===== src/rtl/pipelined_wallace_mult.sv =====
`default_nettype none
// ---------------------------------------------------------------------------
// pipelined_wallace_mult : 3-stage WA x WB Wallace-tree multiplier with valid/ready handshake.
// Rev 1.0
// ---------------------------------------------------------------------------
module pipelined_wallace_mult #(
  parameter int WA    = 8,
  parameter int WB    = 8,
  parameter int TAG_W = 4
) (
  input  logic               clk,
  input  logic               rst,
  input  logic               in_valid,
  output logic               in_ready,
  input  logic [WA-1:0]      in_a,
  input  logic [WB-1:0]      in_b,
  input  logic               in_signed,
  input  logic [TAG_W-1:0]   in_tag,
  output logic               out_valid,
  input  logic               out_ready,
  output logic [WA+WB-1:0]   out_product,
  output logic [TAG_W-1:0]   out_tag
);

  localparam int W      = WA + WB;
  localparam int H      = W + 2;
  localparam int LEVELS = W;

  logic             stall;
  logic             v1, v2, v3;
  logic [WA-1:0]    a1;
  logic [WB-1:0]    b1;
  logic             sg1;
  logic [TAG_W-1:0] tag1, tag2;
  logic [W-1:0]     sum2, carry2;
  logic [W-1:0]     row_s, row_c;
  logic [W-1:0]     rca_sum;
  logic [W-1:0]     rca_c;

  assign stall     = v3 && !out_ready;
  assign in_ready  = !stall;
  assign out_valid = v3;

  // Column-wise bit heaps; heights depend only on parameters and fold to constants.
  logic [H-1:0] cols [W];
  logic [H-1:0] nxt  [W];
  int           cnt  [W];
  int           ncnt [W];
  logic [2:0]   win;
  logic         fx, fy, fz, fs, fc;
  int           cn;

  always_comb begin
    win = '0;
    fx  = 1'b0;
    fy  = 1'b0;
    fz  = 1'b0;
    fs  = 1'b0;
    fc  = 1'b0;
    cn  = 0;
    row_s = '0;
    row_c = '0;
    for (int c = 0; c < W; c++) begin
      cols[c] = '0;
      nxt[c]  = '0;
      cnt[c]  = 0;
      ncnt[c] = 0;
    end

    // Baugh-Wooley: invert cross terms that involve exactly one sign bit (signed mode only).
    for (int i = 0; i < WB; i++) begin
      for (int j = 0; j < WA; j++) begin
        fx = (a1[j] & b1[i]) ^ (sg1 & ((i == WB - 1) != (j == WA - 1)));
        cols[i+j] = cols[i+j] | (H'(fx) << cnt[i+j]);
        cnt[i+j]  = cnt[i+j] + 1;
      end
    end
    cols[WA-1] = cols[WA-1] | (H'(sg1) << cnt[WA-1]);
    cnt[WA-1]  = cnt[WA-1] + 1;
    cols[WB-1] = cols[WB-1] | (H'(sg1) << cnt[WB-1]);
    cnt[WB-1]  = cnt[WB-1] + 1;
    cols[W-1]  = cols[W-1] | (H'(sg1) << cnt[W-1]);
    cnt[W-1]   = cnt[W-1] + 1;

    for (int l = 0; l < LEVELS; l++) begin
      for (int c = 0; c < W; c++) begin
        nxt[c]  = '0;
        ncnt[c] = 0;
      end
      for (int c = 0; c < W; c++) begin
        cn = (c + 1 < W) ? c + 1 : c;
        for (int k = 0; k < H; k += 3) begin
          win = 3'(cols[c] >> k);
          fx  = win[0];
          fy  = win[1];
          fz  = win[2];
          if (k + 2 < cnt[c]) begin
            fs = fx ^ fy ^ fz;
            fc = (fx & fy) | (fz & (fx ^ fy));
            nxt[c]  = nxt[c] | (H'(fs) << ncnt[c]);
            ncnt[c] = ncnt[c] + 1;
            if (c + 1 < W) begin
              nxt[cn]  = nxt[cn] | (H'(fc) << ncnt[cn]);
              ncnt[cn] = ncnt[cn] + 1;
            end
          end else if ((k + 1 < cnt[c]) && (cnt[c] > 2)) begin
            fs = fx ^ fy;
            fc = fx & fy;
            nxt[c]  = nxt[c] | (H'(fs) << ncnt[c]);
            ncnt[c] = ncnt[c] + 1;
            if (c + 1 < W) begin
              nxt[cn]  = nxt[cn] | (H'(fc) << ncnt[cn]);
              ncnt[cn] = ncnt[cn] + 1;
            end
          end else begin
            // Columns already at height <= 2 (or leftovers) pass straight through.
            if (k < cnt[c]) begin
              nxt[c]  = nxt[c] | (H'(fx) << ncnt[c]);
              ncnt[c] = ncnt[c] + 1;
            end
            if (k + 1 < cnt[c]) begin
              nxt[c]  = nxt[c] | (H'(fy) << ncnt[c]);
              ncnt[c] = ncnt[c] + 1;
            end
          end
        end
      end
      for (int c = 0; c < W; c++) begin
        cols[c] = nxt[c];
        cnt[c]  = ncnt[c];
      end
    end

    for (int c = 0; c < W; c++) begin
      row_s[c] = cols[c][0];
      row_c[c] = cols[c][1];
    end
  end

  // Final ripple-carry add; the carry out of the top bit is dropped.
  assign rca_c[0] = 1'b0;
  for (genvar i = 0; i < W; i++) begin : g_rca
    assign rca_sum[i] = sum2[i] ^ carry2[i] ^ rca_c[i];
    if (i < W - 1) begin : g_carry
      assign rca_c[i+1] = (sum2[i] & carry2[i]) | (rca_c[i] & (sum2[i] ^ carry2[i]));
    end
  end

  always_ff @(posedge clk) begin
    if (rst) begin
      v1          <= 1'b0;
      v2          <= 1'b0;
      v3          <= 1'b0;
      out_product <= '0;
      out_tag     <= '0;
    end else if (!stall) begin
      v1 <= in_valid;
      v2 <= v1;
      v3 <= v2;
      if (v2) begin
        out_product <= rca_sum;
        out_tag     <= tag2;
      end
    end
  end

  // Data registers only move with a valid source, so idle X inputs never reach the output.
  always_ff @(posedge clk) begin
    if (!stall) begin
      if (in_valid) begin
        a1   <= in_a;
        b1   <= in_b;
        sg1  <= in_signed;
        tag1 <= in_tag;
      end
      if (v1) begin
        sum2   <= row_s;
        carry2 <= row_c;
        tag2   <= tag1;
      end
    end
  end

endmodule
`default_nettype wire


===== config.mk =====
export PLATFORM = sky130hd
export DESIGN_NAME = pipelined_wallace_mult
export DESIGN_NICKNAME = d
export VERILOG_FILES = /design/src/rtl/pipelined_wallace_mult.sv
export SDC_FILE = /design/constraint.sdc
export NUM_CORES = 1
export LEC_CHECK = 0
export ABC_AREA = 1
export BUFFER_PORTS_ARGS = -buffer_cell sky130_fd_sc_hd__buf_2
export CAP_MARGIN = 10
export CORE_MARGIN = 2
export CORE_UTILIZATION = 55
export CTS_CLUSTER_SIZE = 12
export DETAILED_ROUTE_END_ITERATION = 12
export PLACE_DENSITY = 0.76
export SLEW_MARGIN = 20
export SYNTH_ARGS = -nofsm -noshare
export SYNTH_HDL_FRONTEND = slang
export SYNTH_SLANG_ARGS = --single-unit

===== constraint.sdc =====
create_clock -name clk -period 11.9 [get_ports clk]
set_input_delay 1.785 -clock clk [delete_from_list [all_inputs] [get_ports clk]]
set_output_delay 1.785 -clock clk [all_outputs]
set_load 0.02 [all_outputs]

==> impl_metrics.py, run 1 <==
metrics = {
    "run_status": {
        "outcome": "finished, final reports clean",
    },
    "clocking": {
        "post_cts_buffers": 0,
        "clock_sinks": 70,
        "cts_root_buffer": "clkbuf_8",
        "cts_tree": "done",
        "numCtsBuffers": 9,
        "insertion_delay_ns": 0.35,
        "cts_resized": 0,
        "htree_levels": 3,
        "clk_pin_slew_ns": 0.09,
        "cts_hold_buf": 0,
        "clockBufferDepth": 2,
    },
    "layout": {
        "area_growth_pct": 10.43,
        "final-instance-count-excl-fill": 547,
        "drive_above_1_share": 0.1540,
        "nNetsFinal": 528,
        "antenna-diode-count": 0,
    },
    "sta": {
        "rsz0062_at_grt": "no",
        "slew_viol_final": 0,
        "tightest_slew_ns": 0.9884,
        "max_freq_ghz": 0.1833,
        "setup_viol": 0,
        "hold_violations": 0,
        "worst_hold_slack_ns": 0.4267,
        "fin_crit_ns": 5.455,
        "relSlewSlack": 0.3404,
        "final.setup_skew_ns": 0.01052,
        "finalSetupTns_ns": 0,
        "fin_crit_sh": 0.4584,
    },
    "synth": {
        "synth_ff_type": "edfxtp_1",
        "synth_seq_cells": 70,
        "synth.top_cells.by_area": "edfxtp_1 (34%), fa_1 (22%), dfxtp_1 (11%), nand2_1 (10%), inv_1 (7.9%)",
        "syn_avg_cell_area_sq_um": 10.29,
        "synth_edf_count": 47,
        "yosys-top-cells-count": "nand2_1 (114), inv_1 (89), edfxtp_1 (47), fa_1 (47), dfxtp_1 (23)",
        "syn-num-nets": 494,
        "yosysSeqAreaShare": 0.4446,
        "ys_async_sr_fraction": 0,
        "netlist_instances": 409,
        "synth_top_area_cell": "edfxtp_1",
        "yosys_warnings": 0,
        "yosysMostFrequentCell": "nand2_1",
        "yosys.area.top_type_share": 0.3352,
        "syn_area_sq_um": 4210,
        "ys_types": 24,
    },
    "global_routing": {
        "grt_use_total": 0.2038,
        "grt_pass1_wl_microns": 13130,
        "gr-total-overflow": 0,
        "grt_start_max_net_pins": 27,
        "grt_pass1_vias": 2849,
        "use_met2": 0.3438,
        "antenna_found_initial": 0,
        "grt-busiest-layer": "met2",
        "met1_usage": 0.2606,
        "grt_use_met3": 0.04066,
    },
    "worst_setup_path": {
        "cp.arrival_ns": 5.58,
        "cp_cell_sequence": "inv_1 > xor2_1 > inv_1 > fa_1 > fa_1 > fa_1 > inv_1 > fa_1 > inv_1 > fa_1 > fa_1 > inv_1 > fa_1 > inv_1 > fa_1 > fa_1 > inv_1",
        "path_class": "flip-flop to flip-flop",
        "start_kind": "flip-flop",
        "crit_fanout": 15,
        "cp-end-kind": "flip-flop",
        "required_ns": 12.03,
        "slowest_stage": "edfxtp_1",
        "r2r_setup_slack_ns": 6.45,
        "crit_top_cell": "fa_1",
        "max_stage_delay_ns": 0.82,
    },
    "pwr": {
        "internal-power_mw": 0.4782,
        "ir_drop_mv": 0.09012,
        "leakagePower_nw": 2.239,
        "power_frac_comb": 0.261,
        "switching_share": 0.3216,
        "clkPwrFrac": 0.288,
        "cellPowerDensity_nw_per_um2": 151.6,
        "p_seq_frac": 0.451,
        "p_switching_mw": 0.2267,
    },
    "drt": {
        "wl_microns": 7538,
        "postRouteAntennaNets": 0,
        "via_count": 2683,
        "avgViaCountPerCell": 4.905,
        "first_pass_iters": 4,
        "routedWlPerCell_microns": 13.78,
        "drc": 0,
        "first_iter_violations": 95,
    },
    "placed_design": {
        "place_inst": 531,
        "io_buffers": 46,
        "dpl.hpwl_microns": 5772,
        "gp_congestion": 0.8699,
    },
    "die": {
        "core_area_sq_um": 7331,
        "initial_utilization": 0.5743,
        "die_area_sq_um": 8371,
        "row_count": 31,
        "io_pins": 47,
        "die_x_microns": 91.50,
        "die_y_microns": 91.50,
    },
    "hold_path": {
        "hold_path.class": "flip-flop to flip-flop",
    },
    "run": {
        "maxCapViolCount": 0,
    },
}
[worst paths after layout]
check,startpoint,to,cells after the start
worst max-delay path,sg1,sum2[14],17
worst min-delay path,tag1[1],tag2[1],0
worst max register to register,sg1,sum2[14],17
worst min register to register,tag1[1],tag2[1],0
[registers in the layout, indices dropped and copies added, names as in the netlist, 4 cells and up]
signal       cells
out_tag          4
b1               8
sum2            16
tag2             4
carry2           6
a1               8
out_product     16
tag1             4
[power groups by stage]
stage	Sequential [mW]	Clock [mW]	Combinational, mW
2_1_floorplan	0.318	0	0.141
3_3_place_gp	0.322	0	0.175
3_5_place_dp	0.323	0	0.190
4_1_cts	0.318	0.207	0.190
5_1_grt	0.321	0.217	0.223
6_report	0.318	0.203	0.184
[layout make-up]
| type | count | area [sq um] |
|---|---|---|
| clock inverters | 7 | 80.08 |
| well taps | 99 | 123.9 |
| inverters | 91 | 346.6 |
| fillers | 570 | 2681 |
| clock buffers | 9 | 123.9 |
| repair buffers | 46 | 230.2 |
| multi-input cells | 225 | 1873 |
| flip-flops and latches | 70 | 1872 |
[worst max-delay path, delay by kind of cell, from the launching register on]
| family | cells | cell delay, ns |
|---|---|---|
| buffers and inverters | 7 | 0.60 |
| flip-flops | 1 | 0.82 |
| XOR/XNOR | 1 | 0.20 |
| adder cells (fa/ha/maj) | 9 | 3.60 |
[routing by layer]
metal / up-vias / part of all wire
li1: 1280 / -
met1: 1301 / 0.42
met3: 14 / 0.052
met2: 88 / 0.51
met5: - / 0
met4: 0 / 0.017
[placed cells by master, fill, tap and decap left out]
cell type	count
bufinv_16	1
clkinvlp_4	1
inv_2	1
o21a_1	1
nor2_1	3
nor2_8	1
nand3b_1	1
inv_6	3
edfxtp_1	47
nor3b_2	1
clkbuf_8	9
nor2_2	2
xor2_1	13
buf_2	46
inv_1	89
nor2_4	1
ha_1	13
fa_1	47
clkinv_2	1
nor3b_1	2
dfxtp_1	23
clkinv_4	1
nand3_1	7
nand2_1	114
a21oi_1	19
inv_8	1
[metrics by stage]
stage / setup slack, ns / cell area, sq um / power [mW] / util
finish: 6.445 / 4649 / 0.7049 / 0.6342
floorplan: 6.860 / 4210 / 0.4587 / -
global route: 6.164 / 4649 / 0.7608 / 0.6342
detailed placement: 6.435 / 4446 / 0.5133 / 0.6064
global placement: 6.543 / 4446 / 0.4974 / 0.6064
CTS: 6.410 / 4649 / 0.7147 / 0.6342
[kinds of logic (layout without fill, tap and decap cells)]
| logic type | after synthesis | in the layout | synth area share |
|---|---|---|---|
| XOR/XNOR | 13 | 13 | 0.02704 |
| AO/OA/AOI/OAI | 20 | 20 | 0.02437 |
| AND/OR/NAND/NOR | 132 | 132 | 0.1313 |
| buffers and inverters | 114 | 153 | 0.1105 |
| flip-flops | 70 | 70 | 0.4446 |
| adder cells (fa/ha/maj) | 60 | 60 | 0.2621 |
Note: power is estimated with default switching activity, not from simulation.
==> run 2: changes to the inputs <==
- CORE_UTILIZATION: 55 -> 53
- clock period: 11.9 -> 4.45 ns (I/O delays scaled with it)
==> run 2 against run 1 <==
The flow now finishes with violations (setup timing); fmax rose by 20%; sequential power rose to 2.6 times the previous value; first-iteration DRC count rose by 4.2%; final area rose by 4.7%; global-route usage fell by 0.35 points; flip-flop and latch count did not move; die area rose by 3.6%; sequential share of layout area fell by 1.8 points; clock skew rose by 0.0012 ns; core utilization fell by 0.45 points; total power rose to 2.8 times the previous value; worst hold slack improved by 0.0032 ns; critical endpoint unchanged; highest routed layer unchanged.
==> impl_metrics.py, run 2 (synthesis results as in run 1) <==
metrics = {
    "die": {
        "die_y_microns": 93.13,
        "die_x_microns": 93.13,
        "core_area_sq_um": 7727,
        "initial_utilization": 0.5449,
        "io_pins": 47,
        "die_area_sq_um": 8673,
        "row_count": 32,
    },
    "layout": {
        "area_growth_pct": 15.57,
        "final_common_cell": "nand2_1",
        "final-instance-count-excl-fill": 573,
        "fin_area_sq_um": 4866,
        "num-fill-cells": 630,
        "top_regs": "out_product: 16 flops, sum2: 16 flops",
        "antenna-diode-count": 0,
        "nNetsFinal": 551,
        "drive_above_1_share": 0.2123,
        "mostFrequentLayoutCells": "nand2_1 (114), inv_1 (86), edfxtp_1 (47), buf_2 (46), fa_1 (43)",
    },
    "pwr": {
        "power_frac_comb": 0.284,
        "leakagePower_nw": 2.358,
        "ir_drop_mv": 0.2585,
        "p_switching_mw": 0.6117,
        "internal-power_mw": 1.344,
        "clkPwrFrac": 0.289,
        "power_mw": 1.956,
        "p_seq_frac": 0.427,
        "switching_share": 0.3128,
        "cellPowerDensity_nw_per_um2": 401.9,
    },
    "worst_setup_path": {
        "critical-path-top-delay-family": "adder cells",
        "cp.arrival_ns": 4.68,
        "max_stage_delay_ns": 0.49,
        "slowest_stage": "fa_1",
        "path_class": "flip-flop to flip-flop",
        "crit_fanout": 4,
        "start_kind": "flip-flop",
        "path_buf_inv": 8,
        "cp-end-kind": "flip-flop",
        "cp_cell_sequence": "buf_6 > xor2_2 > fa_1 > inv_1 > fa_1 > inv_1 > fa_1 > inv_2 > fa_2 > inv_2 > fa_2 > fa_2 > inv_2 > fa_1 > inv_1 > fa_2 > fa_1 > inv_1",
        "crit_top_cell": "fa_1",
        "required_ns": 4.58,
    },
    "clocking": {
        "insertion_delay_ns": 0.36,
        "clock_sinks": 70,
        "clk_pin_slew_ns": 0.08,
        "numCtsBuffers": 9,
        "cts_tree": "done",
        "cts_hold_buf": 0,
        "post_cts_buffers": 0,
        "clockBufferDepth": 2,
        "htree_levels": 3,
        "cts_root_buffer": "clkbuf_8",
    },
    "global_routing": {
        "grt_pass1_wl_microns": 13160,
        "grt_start_max_net_pins": 27,
        "grt_use_total": 0.2003,
        "grt-busiest-layer": "met2",
        "gr-total-overflow": 0,
        "use_met2": 0.3641,
        "antenna_found_initial": 0,
        "met1_usage": 0.2327,
        "grt_pass1_vias": 2884,
        "grt_use_met3": 0.05399,
    },
    "sta": {
        "max_freq_ghz": 0.2196,
        "setup_slack_ns": -0.1047,
        "final.setup_skew_ns": 0.01177,
        "setup_viol": 1,
        "rsz0062_at_grt": "yes",
        "fin_crit_sh": 1.024,
        "tightest_slew_ns": 0.9348,
        "fin_crit_ns": 4.555,
        "relSlewSlack": 0.3761,
        "hold_violations": 0,
        "slew_viol_final": 0,
    },
    "drt": {
        "first_iter_violations": 99,
        "wl_microns": 7637,
        "routedWlPerCell_microns": 13.33,
        "first_pass_iters": 4,
        "drc": 0,
        "avgViaCountPerCell": 4.724,
        "via_count": 2707,
        "postRouteAntennaNets": 0,
    },
    "placed_design": {
        "dpl.hpwl_microns": 5985,
        "place_inst": 557,
        "gp_congestion": 0.8495,
        "placed_area_sq_um": 4639,
        "io_buffers": 46,
    },
    "hold_path": {
        "hold_path.class": "flip-flop to flip-flop",
    },
    "run": {
        "maxCapViolCount": 0,
    },
    "run_status": {
        "violations": "setup timing",
        "outcome": "complete, but fails checks",
    },
}
-- run 2: through the flow --
stage | util | hold slack, ns | setup TNS (ns) | setup slack [ns]
6_report | 0.6297 | 0.4299 | -0.1047 | -0.1047
3_3_place_gp | 0.6004 | 0.4055 | -0.03394 | -0.03394
3_5_place_dp | 0.6004 | 0.4106 | -0.1783 | -0.1783
5_1_grt | 0.6297 | 0.4475 | -0.3672 | -0.2772
4_1_cts | 0.6297 | 0.4308 | -0.1123 | -0.1123
2_1_floorplan | - | 0.4003 | -0.06516 | -0.06516
-- run 2: final cells by class --
class	count	area, sq um	area share
sequential	70	1872	0.3847
timing repair buffer	69	406.6	0.08357
tap	102	127.6	0.02623
multi-input combinational	225	1891	0.3885
clock inverter	6	73.82	0.01517
clock buffer	10	148.9	0.03060
inverter	91	346.6	0.07123
-- run 2: worst register-to-register path, cell delays in order, from the launching register on --
cell      delay [ns]
edfxtp_1        0.43
buf_6           0.16
xor2_2          0.14
fa_1            0.48
inv_1           0.05
fa_1            0.47
inv_1           0.05
fa_1            0.44
inv_2           0.07
fa_2            0.19
inv_2           0.05
fa_2            0.34
fa_2            0.34
inv_2           0.06
fa_1            0.16
inv_1           0.05
fa_2            0.33
fa_1            0.49
inv_1           0.04
-- run 2: timing repair --
action                     4_1_cts  5_1_grt
resized for setup                2        1
setup endpoints to repair        1        2
pin swaps                        1        0
-- run 2: path summary, 6_finish.rpt --
kind,startpoint,to,slack [ns],cells after the start
worst max register to register,sg1,sum2[14],-0.10,18
worst max-delay path,sg1,sum2[14],-0.10,18
worst min register to register,tag1[1],tag2[1],0.43,0
worst min-delay path,tag1[1],tag2[1],0.43,0
-- run 2: power groups by stage --
stage                     Sequential [mW]  Clock [mW]  Combinational, mW
after floorplan                     0.851           0              0.389
after global placement              0.847           0              0.518
after CTS                           0.835       0.575              0.568
after detailed placement            0.850           0              0.561
after global routing                0.841       0.604              0.655
final                               0.835       0.565              0.556
-- run 2: per-layer routing --
metal  wire [microns]  vias up
met5                0        -
met4              125        0
met3              356       14
met2             4027       66
met1             3129     1301
li1                 -     1326
==> run 3: changes to the inputs <==
- CORE_MARGIN: 2 -> 5
==> run 3 against run 2 <==
The flow still finishes with violations (setup timing); clock power is 2% higher; sequential share of layout area about the same; setup slack improved by 0.023 ns; routed wire length up 3.4%; clock skew down 0.0019 ns; core utilization hardly changed; total power barely moved; fmax increased by 0.51%; final cell count shrank 0.35%; first-iteration DRC count increased by 27%; non-clock buffer count decreased by 2.
==> impl_metrics.py, run 3 (synthesis results as in run 1) <==
metrics = {
    "worst_setup_path": {
        "crit_start": "sg1",
        "r2r_setup_slack_ns": -0.08,
        "required_ns": 4.56,
        "cp_cell_sequence": "buf_6 > xor2_2 > fa_1 > inv_1 > fa_1 > inv_1 > fa_1 > inv_1 > fa_2 > inv_1 > fa_2 > fa_2 > inv_2 > fa_1 > inv_1 > fa_2 > fa_1 > inv_1",
        "start_kind": "flip-flop",
        "r2r_end": "sum2[14]",
        "rr_startpoint": "sg1",
        "slowest_stage": "fa_1",
        "cp-endpoint": "sum2[14]",
        "cp.arrival_ns": 4.65,
        "path_buf_inv": 8,
        "crit_cells": 18,
        "crit_fanout": 3,
        "max_stage_delay_ns": 0.48,
        "path_class": "flip-flop to flip-flop",
        "crit_top_cell": "inv_1",
        "cp-end-kind": "flip-flop",
        "rr_worst_depth": 18,
        "critical-path-top-delay-family": "adder cells",
    },
    "clocking": {
        "cts_hold_buf": 0,
        "clock_sinks": 70,
        "cts_tree": "done",
        "insertion_delay_ns": 0.34,
        "clk_pin_slew_ns": 0.08,
        "clockBufferDepth": 2,
        "htree_levels": 3,
        "numCtsBuffers": 9,
        "cts_root_buffer": "clkbuf_8",
    },
    "pwr": {
        "p_seq_frac": 0.426,
        "switching_share": 0.2992,
        "clkPwrFrac": 0.296,
        "p_switching_mw": 0.5856,
        "ir_drop_mv": 0.2351,
        "power_frac_comb": 0.278,
        "cellPowerDensity_nw_per_um2": 401.9,
        "leakagePower_nw": 2.351,
        "internal-power_mw": 1.372,
    },
    "sta": {
        "relSlewSlack": 0.3741,
        "hold_violations": 0,
        "fin_crit_ns": 4.532,
        "rsz0062_at_grt": "yes",
        "tightest_slew_ns": 0.9377,
        "setup_slack_ns": -0.08181,
        "slew_viol_final": 0,
        "setup_viol": 1,
        "fin_crit_sh": 1.018,
        "final.setup_skew_ns": 0.009864,
        "max_freq_ghz": 0.2207,
    },
    "hold_path": {
        "hold_path.class": "flip-flop to flip-flop",
        "hold_start": "tag1[1]",
        "whs_path_depth": 0,
    },
    "drt": {
        "m1WireLength_microns": 3014,
        "met3_length_microns": 485,
        "wl_microns": 7893,
        "routedWlPerCell_microns": 13.82,
        "first_iter_violations": 126,
        "top_layer_used": "met4",
        "drc": 0,
        "first_pass_iters": 4,
        "postRouteAntennaNets": 0,
        "avgViaCountPerCell": 4.793,
        "dr_wl_met2_microns": 4231,
        "via_count": 2737,
    },
    "layout": {
        "num-fill-cells": 622,
        "multi_input_area_sq_um": 1903,
        "nNetsFinal": 549,
        "drive_above_1_share": 0.2132,
        "regArea_sq_um": 1872,
        "mostFrequentLayoutCells": "nand2_1 (114), inv_1 (87), edfxtp_1 (47), buf_2 (46), fa_1 (41)",
        "antenna-diode-count": 0,
        "top_regs": "out_product: 16 flops, sum2: 16 flops",
        "area_growth_pct": 15.66,
        "fin_area_sq_um": 4870,
        "final_util": 0.6302,
        "final_common_cell": "nand2_1",
    },
    "placed_design": {
        "io_buffers": 46,
        "gp_congestion": 0.9215,
        "placed_area_sq_um": 4624,
        "dpl.hpwl_microns": 6194,
    },
    "run": {
        "maxCapViolCount": 0,
    },
    "global_routing": {
        "antenna_found_initial": 0,
        "grt_use_total": 0.1773,
        "gr-total-overflow": 0,
        "grt_pass1_wl_microns": 13510,
        "grt_pass1_vias": 2947,
        "grt_start_max_net_pins": 27,
    },
    "die": {
        "initial_utilization": 0.5449,
        "io_pins": 47,
        "core_area_sq_um": 7727,
        "die_area_sq_um": 9827,
        "die_y_microns": 99.13,
        "die_x_microns": 99.13,
        "row_count": 32,
    },
    "run_status": {
        "violations": "setup timing",
        "outcome": "complete, but fails checks",
    },
}
==> run 3: power by group through the flow <==
stage	Clock [mW]	Sequential (mW)	Combinational, mW
2_1_floorplan	0	0.851	0.389
3_3_place_gp	0	0.847	0.511
3_5_place_dp	0	0.849	0.553
4_1_cts	0.589	0.835	0.558
5_1_grt	0.622	0.841	0.646
6_report	0.579	0.835	0.544
==> run 3: worst register-to-register path: cells and delay by family, from the launching register on <==
kind	cells	cell delay, ns
adders and majority gates	9	3.21
buffers and inverters	8	0.53
xor gates and xnor gates	1	0.14
DFF	1	0.43
==> run 3: how the worst min path moves through the flow <==
stage / to / slack, ns
6_report: tag2[1] / 0.42
4_1_cts: tag2[1] / 0.42
3_5_place_dp: tag2[2] / 0.40
3_3_place_gp: tag2[1] / 0.40
5_1_grt: tag2[1] / 0.43
2_1_floorplan: tag2[0] / 0.40
==> run 3: per-stage QoR <==
step,setup TNS [ns],worst slack (ns),hold slack (ns),total power [mW],std cells
3_5_place_dp,-0.1443,-0.1443,0.4045,1.401,555
5_1_grt,-0.3039,-0.2428,0.4307,2.109,571
6_report,-0.08181,-0.08181,0.4231,1.957,571
2_1_floorplan,-0.06516,-0.06516,0.4003,1.239,409
3_3_place_gp,-0.03170,-0.03170,0.4036,1.358,555
4_1_cts,-0.1139,-0.1139,0.4230,1.982,571
==> run 3: area by class of cell <==
cell class | count | share of cell area
Timing Repair Buffer | 67 | 0.08042
Tap cell | 102 | 0.02621
Clock buffer | 10 | 0.02826
Sequential cell | 70 | 0.3844
Inverter | 91 | 0.07117
Clock inverter | 6 | 0.01876
Multi-Input combinational cell | 225 | 0.3908
==> run 3: layer usage <==
| layer | vias to the layer above | track usage |
|---|---|---|
| met5 | - | 0 |
| met3 | 16 | 0.05189 |
| li1 | 1322 | - |
| met1 | 1319 | 0.1929 |
| met4 | 0 | 0.05462 |
| met2 | 80 | 0.3306 |
==> run 3: what timing repair did <==
| item | CTS | global route |
|---|---|---|
| pin swaps | 0 | 2 |
| setup buffers | 0 | 0 |
| gates resized for setup | 2 | 3 |
| endpoints found under the setup margin | 1 | 2 |
